`config.mk`:
```
export PLATFORM = sky130hd
export DESIGN_NAME = adc_sample_writer
export DESIGN_NICKNAME = d
export VERILOG_FILES = /design/src/rtl/adc_sample_writer.sv
export SDC_FILE = /design/constraint.sdc
export NUM_CORES = 1
export LEC_CHECK = 0
export CAP_MARGIN = 10
export CORE_MARGIN = 3
export CORE_UTILIZATION = 53
export CTS_CLUSTER_DIAMETER = 60
export CTS_CLUSTER_SIZE = 20
export DETAILED_ROUTE_END_ITERATION = 10
export PLACE_DENSITY = 0.81
export SYNTH_ARGS = -nofsm -noshare
export SYNTH_HDL_FRONTEND = slang
export SYNTH_SLANG_ARGS = --single-unit
```
`constraint.sdc`:
```
create_clock -name Clk -period 9.4 [get_ports Clk]
set_input_delay 1.41 -clock Clk [delete_from_list [all_inputs] [get_ports Clk]]
set_output_delay 1.41 -clock Clk [all_outputs]
set_load 0.1 [all_outputs]
```
`src/rtl/adc_sample_writer.sv`:
```
// Buffers ADC samples in a small FIFO and writes them to consecutive SDRAM
// word addresses through a Req/Ack/Busy controller handshake.
module adc_sample_writer #(
    parameter int DATA_W     = 16,
    parameter int ADDR_W     = 22,
    parameter int FIFO_DEPTH = 8
) (
    input  logic              Clk,
    input  logic              Reset_n,
    input  logic              Start,
    input  logic [ADDR_W-1:0] StartAddr,
    input  logic [ADDR_W-1:0] Count,
    input  logic [DATA_W-1:0] SampleIn,
    input  logic              SampleValid,
    output logic [DATA_W-1:0] DataOut,
    output logic [ADDR_W-1:0] Address,
    output logic              Req,
    output logic              WnR,
    input  logic              Busy,
    input  logic              Ack,
    output logic              Active,
    output logic              Done,
    output logic              Overflow
);

    localparam int PTR_W = $clog2(FIFO_DEPTH);

    localparam logic [1:0] ST_IDLE = 2'd0;
    localparam logic [1:0] ST_REQ  = 2'd1;
    localparam logic [1:0] ST_WAIT = 2'd2;

    logic [1:0]        state_q, state_d;
    logic [DATA_W-1:0] data_out_q, data_out_d;
    logic [ADDR_W-1:0] address_q, address_d;
    logic [ADDR_W-1:0] addr_cnt_q, addr_cnt_d;
    logic [ADDR_W-1:0] accept_left_q, accept_left_d;
    logic [ADDR_W-1:0] write_left_q, write_left_d;
    logic              req_q, req_d;
    logic              active_q, active_d;
    logic              done_q, done_d;
    logic              overflow_q, overflow_d;
    logic [PTR_W:0]    wr_ptr_q, wr_ptr_d;
    logic [PTR_W:0]    rd_ptr_q, rd_ptr_d;
    logic [DATA_W-1:0] mem_q [FIFO_DEPTH];

    logic fifo_empty, fifo_full, push, pop, accepting, start_ok;

    // Pointers carry one extra wrap bit so full and empty are distinguishable.
    assign fifo_empty = (wr_ptr_q == rd_ptr_q);
    assign fifo_full  = (wr_ptr_q[PTR_W] != rd_ptr_q[PTR_W]) &&
                        (wr_ptr_q[PTR_W-1:0] == rd_ptr_q[PTR_W-1:0]);
    assign start_ok   = Start && !active_q;
    assign accepting  = SampleValid && active_q && (accept_left_q != '0);

    always_comb begin
        state_d       = state_q;
        data_out_d    = data_out_q;
        address_d     = address_q;
        addr_cnt_d    = addr_cnt_q;
        accept_left_d = accept_left_q;
        write_left_d  = write_left_q;
        req_d         = req_q;
        active_d      = active_q;
        done_d        = 1'b0;
        overflow_d    = overflow_q;
        pop           = 1'b0;
        push          = 1'b0;

        case (state_q)
            ST_IDLE: begin
                req_d = 1'b0;
                if (!fifo_empty && !Busy) begin
                    data_out_d = mem_q[rd_ptr_q[PTR_W-1:0]];
                    address_d  = addr_cnt_q;
                    req_d      = 1'b1;
                    state_d    = ST_REQ;
                end
            end
            ST_REQ: begin
                if (Ack) begin
                    req_d        = 1'b0;
                    pop          = 1'b1;
                    addr_cnt_d   = addr_cnt_q + 1'b1;
                    write_left_d = write_left_q - 1'b1;
                    state_d      = ST_WAIT;
                    if (write_left_q == ADDR_W'(1)) begin
                        done_d   = 1'b1;
                        active_d = 1'b0;
                    end
                end
            end
            ST_WAIT: begin
                if (!Ack && !Busy) begin
                    state_d = ST_IDLE;
                end
            end
            default: begin
                req_d   = 1'b0;
                state_d = ST_IDLE;
            end
        endcase

        // A pop in the same cycle frees the slot, so a full FIFO still accepts.
        push = accepting && (!fifo_full || pop);
        if (accepting && fifo_full && !pop) begin
            overflow_d = 1'b1;
        end
        if (push) begin
            accept_left_d = accept_left_q - 1'b1;
        end

        if (start_ok) begin
            overflow_d = 1'b0;
            if (Count == '0) begin
                done_d = 1'b1;
            end else begin
                active_d      = 1'b1;
                addr_cnt_d    = StartAddr;
                accept_left_d = Count;
                write_left_d  = Count;
            end
        end

        wr_ptr_d = push ? wr_ptr_q + 1'b1 : wr_ptr_q;
        rd_ptr_d = pop  ? rd_ptr_q + 1'b1 : rd_ptr_q;
    end

    always_ff @(posedge Clk or negedge Reset_n) begin
        if (!Reset_n) begin
            state_q       <= ST_IDLE;
            data_out_q    <= '0;
            address_q     <= '0;
            addr_cnt_q    <= '0;
            accept_left_q <= '0;
            write_left_q  <= '0;
            req_q         <= 1'b0;
            active_q      <= 1'b0;
            done_q        <= 1'b0;
            overflow_q    <= 1'b0;
            wr_ptr_q      <= '0;
            rd_ptr_q      <= '0;
        end else begin
            state_q       <= state_d;
            data_out_q    <= data_out_d;
            address_q     <= address_d;
            addr_cnt_q    <= addr_cnt_d;
            accept_left_q <= accept_left_d;
            write_left_q  <= write_left_d;
            req_q         <= req_d;
            active_q      <= active_d;
            done_q        <= done_d;
            overflow_q    <= overflow_d;
            wr_ptr_q      <= wr_ptr_d;
            rd_ptr_q      <= rd_ptr_d;
        end
    end

    // Storage needs no reset; emptiness is defined by the pointers alone.
    always_ff @(posedge Clk) begin
        if (push) begin
            mem_q[wr_ptr_q[PTR_W-1:0]] <= SampleIn;
        end
    end

    assign DataOut  = data_out_q;
    assign Address  = address_q;
    assign Req      = req_q;
    assign WnR      = 1'b1;
    assign Active   = active_q;
    assign Done     = done_q;
    assign Overflow = overflow_q;

endmodule

```
==> results of run 1 <==
per-layer routing:
| metal | global-route usage (%) | share of wire [%] | vias up |
|---|---|---|---|
| li1 | - | - | 3136 |
| met1 | 30.70 | 44 | 3446 |
| met2 | 32.62 | 47 | 258 |
| met3 | 3.219 | 7.0 | 34 |
| met4 | 4.388 | 1.9 | 0 |
| met5 | 0 | 0 | - |
metrics by stage:
step | util [%] | total power [mW] | instances | hold WS [ns]
6_report | 64.40 | 4.094 | 1157 | 0.4859
5_1_grt | 64.40 | 4.292 | 1157 | 0.5212
4_1_cts | 64.37 | 4.126 | 1156 | 0.4892
3_5_place_dp | 61.41 | 3.342 | 1125 | 0.4723
3_3_place_gp | 61.41 | 3.296 | 1125 | 0.4659
2_1_floorplan | - | 2.890 | 781 | 0.4604
critical path: stages:
cell	delay, ns
clkdlybuf4s50_1	0.54
nand3b_1	0.42
and2_1	0.31
a21boi_0	0.19
buf_4	0.24
nand2_2	0.16
nor3_2	0.69
buf_4	0.32
cell usage in the layout, fill, tap and decap left out, types with 15 or more instances in the layout:
cell             count
dfrtp_1            117
nand3_1             22
clkbuf_16           19
clkdlybuf4s50_1    106
nor3_1              15
edfxtp_1           128
a21oi_1             18
mux2i_1             16
xor2_1              30
o21ai_0             45
nor2_1              40
mux4_2              32
mux2_2              21
nand2_1             63
buf_4               18
xnor2_1             20
kinds of logic (layout without fill, tap and decap cells):
logic type / count (synthesis) / count (layout)
xor gates and xnor gates: 50 / 50
AOI/OAI and AO/OA: 116 / 116
DFF: 246 / 246
buffers and inverters: 53 / 164
muxes: 70 / 70
and+or+nand+nor: 238 / 238
adders and majority gates: 7 / 7
other: 1 / 1
path summary, 6_finish.rpt:
| kind | start | to | cells past startpoint |
|---|---|---|---|
| worst max-delay path | Ack | mem_q[2][8]$_DFFE_PP_ | 8 |
| worst min-delay path | DataOut[5]$_DFFE_PN0P_ | DataOut[5]$_DFFE_PN0P_ | 2 |
| worst max register to register | accept_left_q[16]$_DFF_PN0_ | mem_q[7][12]$_DFFE_PP_ | 5 |
| worst min register to register | DataOut[5]$_DFFE_PN0P_ | DataOut[5]$_DFFE_PN0P_ | 2 |
| max in group asynchronous | Reset_n | rd_ptr_q[0]$_DFFE_PN0P_ | 2 |
| min in group asynchronous | Reset_n | write_left_q[15]$_DFF_PN0_ | 1 |
layout make-up:
class / instances / area [um2]
clock inverters: 4 / 46.29
well taps: 265 / 331.6
clock buffers: 27 / 535.5
inverters: 8 / 30.03
multi-input cells: 482 / 3715
repair buffers: 125 / 1201
flip-flops and latches: 246 / 6798
fillers: 1472 / 6997
report_power, final:
| group | internal, mW | switching [mW] | leakage [nW] |
|---|---|---|---|
| clock network | 0.405 | 0.374 | 0.285 |
| logic | 0.575 | 1.11 | 1.66 |
| registers | 1.42 | 0.203 | 2.56 |
state kept, by name, summed over array words and instances (netlist names), 2 cells and up:
| register | flops |
|---|---|
| rd_ptr_q | 4 |
| addr_cnt_q | 22 |
| accept_left_q | 22 |
| wr_ptr_q | 4 |
| Address | 22 |
| DataOut | 16 |
| mem_q | 128 |
| write_left_q | 22 |
| state_q | 2 |
==> impl_metrics.tcl, run 1 <==
set metrics [dict create \
    rsz0062_at_grt "false" \
    first_iter_violations 557 \
    globalplace.congestion 0.8222 \
    status "completed" \
    portBuffers 107 \
    fin_crit_ns 4.086 \
    place_area_um2 12070 \
    cp_max_fo 14 \
    timing.setup.tns_ns 0 \
    clock_skew_ns 0.01701 \
    synth_cells 781 \
    ys_seq_area_share_pct 63.65 \
    syn_avg_cell_area_um2 13.67 \
    grt_overflow 0 \
    hpwl_um 14790 \
    ant_nets 0 \
    start_util_pct 54.33 \
    via_per_inst 5.941 \
    critPathCaptureType "flop" \
    final-max-slew-violation-count 0 \
    synth_edf_count 128 \
    finalSetupViolCount 0 \
    drc_errors 0 \
    setup.worst_path.start_class "input port" \
    grt_pass1_vias 6734 \
    holdCritPathClass "reg -> reg" \
    num_antenna_cells 0 \
    drive_above_1_share_pct 13.57 \
    synth_top_area_cell "edfxtp_1" \
    hold_viol_final 0 \
    required_ns 9.59 \
    max_slew.worst_pin.slew_ns 1.041 \
    cts_tree "yes" \
    synth-compound-area-share_pct 6.738 \
    crit_type "in -> reg" \
    synthSimpleGateAreaFrac_pct 11.94 \
    die_h_um 147.9 \
    die_w_um 147.9 \
    r2r_slack_ns 6.15 \
    core_area_um2 19650 \
    antenna_found_initial 0 \
    root_buffer "clkbuf_16" \
    cts-htree-levels 1 \
    synth_common_cells "edfxtp_1, dfrtp_1, nand2_1, o21ai_0, nor2_1" \
    ios 109 \
    post_drt_wl_per_cell_um 19.47 \
    synth_cell_types 64 \
    ys_top_cells_by_area "edfxtp_1, dfrtp_1, mux4_2" \
    maxCapViolCount 0 \
    syn-num-nets 854 \
    clk_path_buf_depth 3 \
    max_clock_freq_mhz 244.7 \
    insertion_delay_ns 0.49 \
    yosys_most_used_dff "edfxtp_1" \
    dr.pass1.iters 5 \
    post-route-worst-setup-slack_ns 5.314 \
    yosys.cell_count.top_type "edfxtp_1" \
    grt_usage_pct 20.55 \
    critPathArrivalTime_ns 4.27 \
    clk_pin_slew_worst_paths_ns 0.08 \
    synthAdderAreaFrac_pct 0.8202 \
    synth_top_cell_area_share_pct 36.00 \
    grt_max_degree 74 \
    final_area_um2 12660 \
    fin_crit_sh_pct 43.47 \
    synth-xor-area-share_pct 4.101 \
    synthArstFlopShare_pct 47.97 \
    power.density_nw_per_um2 323.4 \
    ys_seq_elements 246 \
    synthMuxAreaShare_pct 10.60 \
    totalWireLength_um 22530 \
    cts.repair.resized 0 \
    synth_top_family_by_area "simple AND/OR/NAND/NOR gates" \
    via_count 6874 \
    peakVddDrop_uv 245.4 \
    numCtsBuffers 18 \
    nets 954 \
    post_cts_buffers 0 \
    post-place-ws_ns 4.800 \
    p_leak_nw 4.507 \
    area_delta_synth_final_pct 18.54 \
    dieArea_um2 21890 \
    synth_area_um2 10680 \
    cts_sinks 246 \
    slew_headroom_pct 30.37 \
    grt_pass1_wl_um 36230 \
    ys_warn_count 0 \
    ctsHoldBuffers 0 \
    rows 51 \
]
No activity file was read; power rests on OpenSTA's default activity.
==> run 2, diff against run 1 <==
--- a/config.mk
+++ b/config.mk
@@ -7,11 +7,11 @@
 export LEC_CHECK = 0
 export CAP_MARGIN = 10
 export CORE_MARGIN = 3
-export CORE_UTILIZATION = 53
+export CORE_UTILIZATION = 51
 export CTS_CLUSTER_DIAMETER = 60
 export CTS_CLUSTER_SIZE = 20
 export DETAILED_ROUTE_END_ITERATION = 10
-export PLACE_DENSITY = 0.81
+export PLACE_DENSITY = 0.82
 export SYNTH_ARGS = -nofsm -noshare
 export SYNTH_HDL_FRONTEND = slang
 export SYNTH_SLANG_ARGS = --single-unit
==> constraint.sdc (replaced) <==
create_clock -name Clk -period 3.5 [get_ports Clk]
set_input_delay 0.525 -clock Clk [delete_from_list [all_inputs] [get_ports Clk]]
set_output_delay 0.525 -clock Clk [all_outputs]
set_load 0.1 [all_outputs]
==> impl_metrics.tcl, run 2 (synthesis gave the netlist of run 1 again) <==
set metrics [dict create \
    r2r-start "accept_left_q[17]$_DFF_PN0_" \
    insertion_delay_ns 0.51 \
    required_ns 3.87 \
    ios 109 \
    critPathTopFamily "simple AND/OR/NAND/NOR gates" \
    status "completed" \
    rows 52 \
    via_per_inst 5.820 \
    die_h_um 150.7 \
    p_int_mw 6.604 \
    wl_met2_um 10810 \
    pwr-share-seq_pct 39.2 \
    cp.depth 7 \
    cp_slowest_cell "or4_1" \
    final_common_cell "edfxtp_1" \
    critPathMaxStageDelay_ns 0.62 \
    peakVddDrop_uv 742.9 \
    grt_pass1_vias 6797 \
    largest_reg_flops 128 \
    final-max-slew-violation-count 0 \
    critPathArrivalTime_ns 3.16 \
    reg2reg_to "wr_ptr_q[3]$_DFFE_PN0N_" \
    finalSetupViolCount 0 \
    grt_pass1_wl_um 36510 \
    crit_top_cell "buf_4" \
    totalWireLength_um 23030 \
    top_layer_used "met5" \
    worstSetupStartpoint "accept_left_q[17]$_DFF_PN0_" \
    power.density_nw_per_um2 872.7 \
    setup.worst_path.start_class "flop" \
    r2r_cells 7 \
    grt_max_degree 69 \
    p_sw_mw 4.607 \
    via_count 6839 \
    cts_sinks 246 \
    multi_input_area_um2 3724 \
    core_area_um2 20430 \
    critPathBufInv 2 \
    nets 965 \
    post_cts_buffers 0 \
    r2r_slack_ns 0.72 \
    drc_errors 0 \
    post_drt_wl_per_cell_um 19.60 \
    cts.repair.resized 0 \
    seqCellArea_um2 6798 \
    num_antenna_cells 0 \
    filler_cell_count 1526 \
    critPathCaptureType "flop" \
    area_delta_synth_final_pct 20.32 \
    post-place-ws_ns 0.5742 \
    cts_tree "yes" \
    clockPowerShare_pct 20.2 \
    post-route-worst-setup-slack_ns 0.7152 \
    drive_above_1_share_pct 14.81 \
    grt_usage_pct 20.40 \
    root_buffer "clkbuf_16" \
    wl_met1_um 10250 \
    dieArea_um2 22710 \
    cp_max_fo 17 \
    numCtsBuffers 19 \
    grt_overflow 0 \
    p_leak_nw 4.598 \
    die_w_um 150.7 \
    holdCritPathClass "in -> async" \
    crit_chain "or4_1 -> nand4bb_1 -> nor2_1 -> buf_4 -> nor3_2 -> buf_4 -> xor2_1" \
    final_cell_mix "edfxtp_1, dfrtp_1, clkdlybuf4s50_1" \
    first_iter_violations 423 \
    maxCapViolCount 0 \
    cts-htree-levels 1 \
    clk_pin_slew_worst_paths_ns 0.08 \
    globalplace.congestion 0.8415 \
    max_slew.worst_pin.slew_ns 1.015 \
    portBuffers 107 \
    clk_path_buf_depth 3 \
    worstSetupEndpoint "wr_ptr_q[3]$_DFFE_PN0N_" \
    start_util_pct 52.27 \
    crit_type "reg -> reg" \
    fin_crit_sh_pct 79.57 \
    wl_met3_um 1468 \
    dr.pass1.iters 5 \
    rsz0062_at_grt "false" \
    fin_crit_ns 2.785 \
    ctsHoldBuffers 0 \
    hold_viol_final 0 \
    hpwl_um 15090 \
    slew_headroom_pct 32.14 \
    clock_skew_ns 0.01754 \
    fin_util_pct 62.89 \
    swShare_pct 41.09 \
    max_clock_freq_mhz 359.1 \
    p_comb_share_pct 40.5 \
    ant_nets 0 \
    antenna_found_initial 1 \
]
## run 2: layout make-up
cell class | count | area share, %
clock inverters | 10 | 1.149
well taps | 270 | 2.630
multi-input cells | 482 | 28.98
clock buffers | 24 | 3.847
inverters | 8 | 0.2337
flip-flops and latches | 246 | 52.91
repair buffers | 135 | 10.25
## run 2: routing by layer
layer  vias to the layer above  GRT usage, %
li1                       3169             -
met1                      3422         29.54
met2                       211         32.81
met3                        35         3.432
met4                         2         4.760
met5                         -             0
## run 2: stage by stage
stage,hold WS [ns],cells,instance area (um2),power (mW),setup TNS (ns)
floorplan,0.2294,781,10690,7.767,-1.026
global placement,0.4622,1141,12210,8.886,0
detailed placement,0.4735,1141,12210,9.008,0
CTS,0.1792,1175,12850,11.32,0
global route,0.1994,1175,12850,11.77,0
finish,0.1249,1175,12850,11.21,0
## run 2: worst min-delay path by stage
stage / endpoint / slack (ns) / from
5_1_grt: accept_left_q[7]$_DFF_PN0_ / 0.20 / Reset_n
3_5_place_dp: DataOut[11]$_DFFE_PN0P_ / 0.47 / DataOut[11]$_DFFE_PN0P_
6_report: accept_left_q[7]$_DFF_PN0_ / 0.12 / Reset_n
4_1_cts: accept_left_q[7]$_DFF_PN0_ / 0.18 / Reset_n
3_3_place_gp: DataOut[14]$_DFFE_PN0P_ / 0.46 / DataOut[14]$_DFFE_PN0P_
2_1_floorplan: Active$_DFF_PN0_ / 0.23 / Reset_n
## run 2: power by group through the flow
stage	sequential [mW]	combinational, mW	clock [mW]
floorplan	5.84	1.92	0
global placement	4.39	4.49	0
finish	4.40	4.55	2.27
detailed placement	4.44	4.57	0
global route	4.48	4.85	2.43
CTS	4.39	4.60	2.33
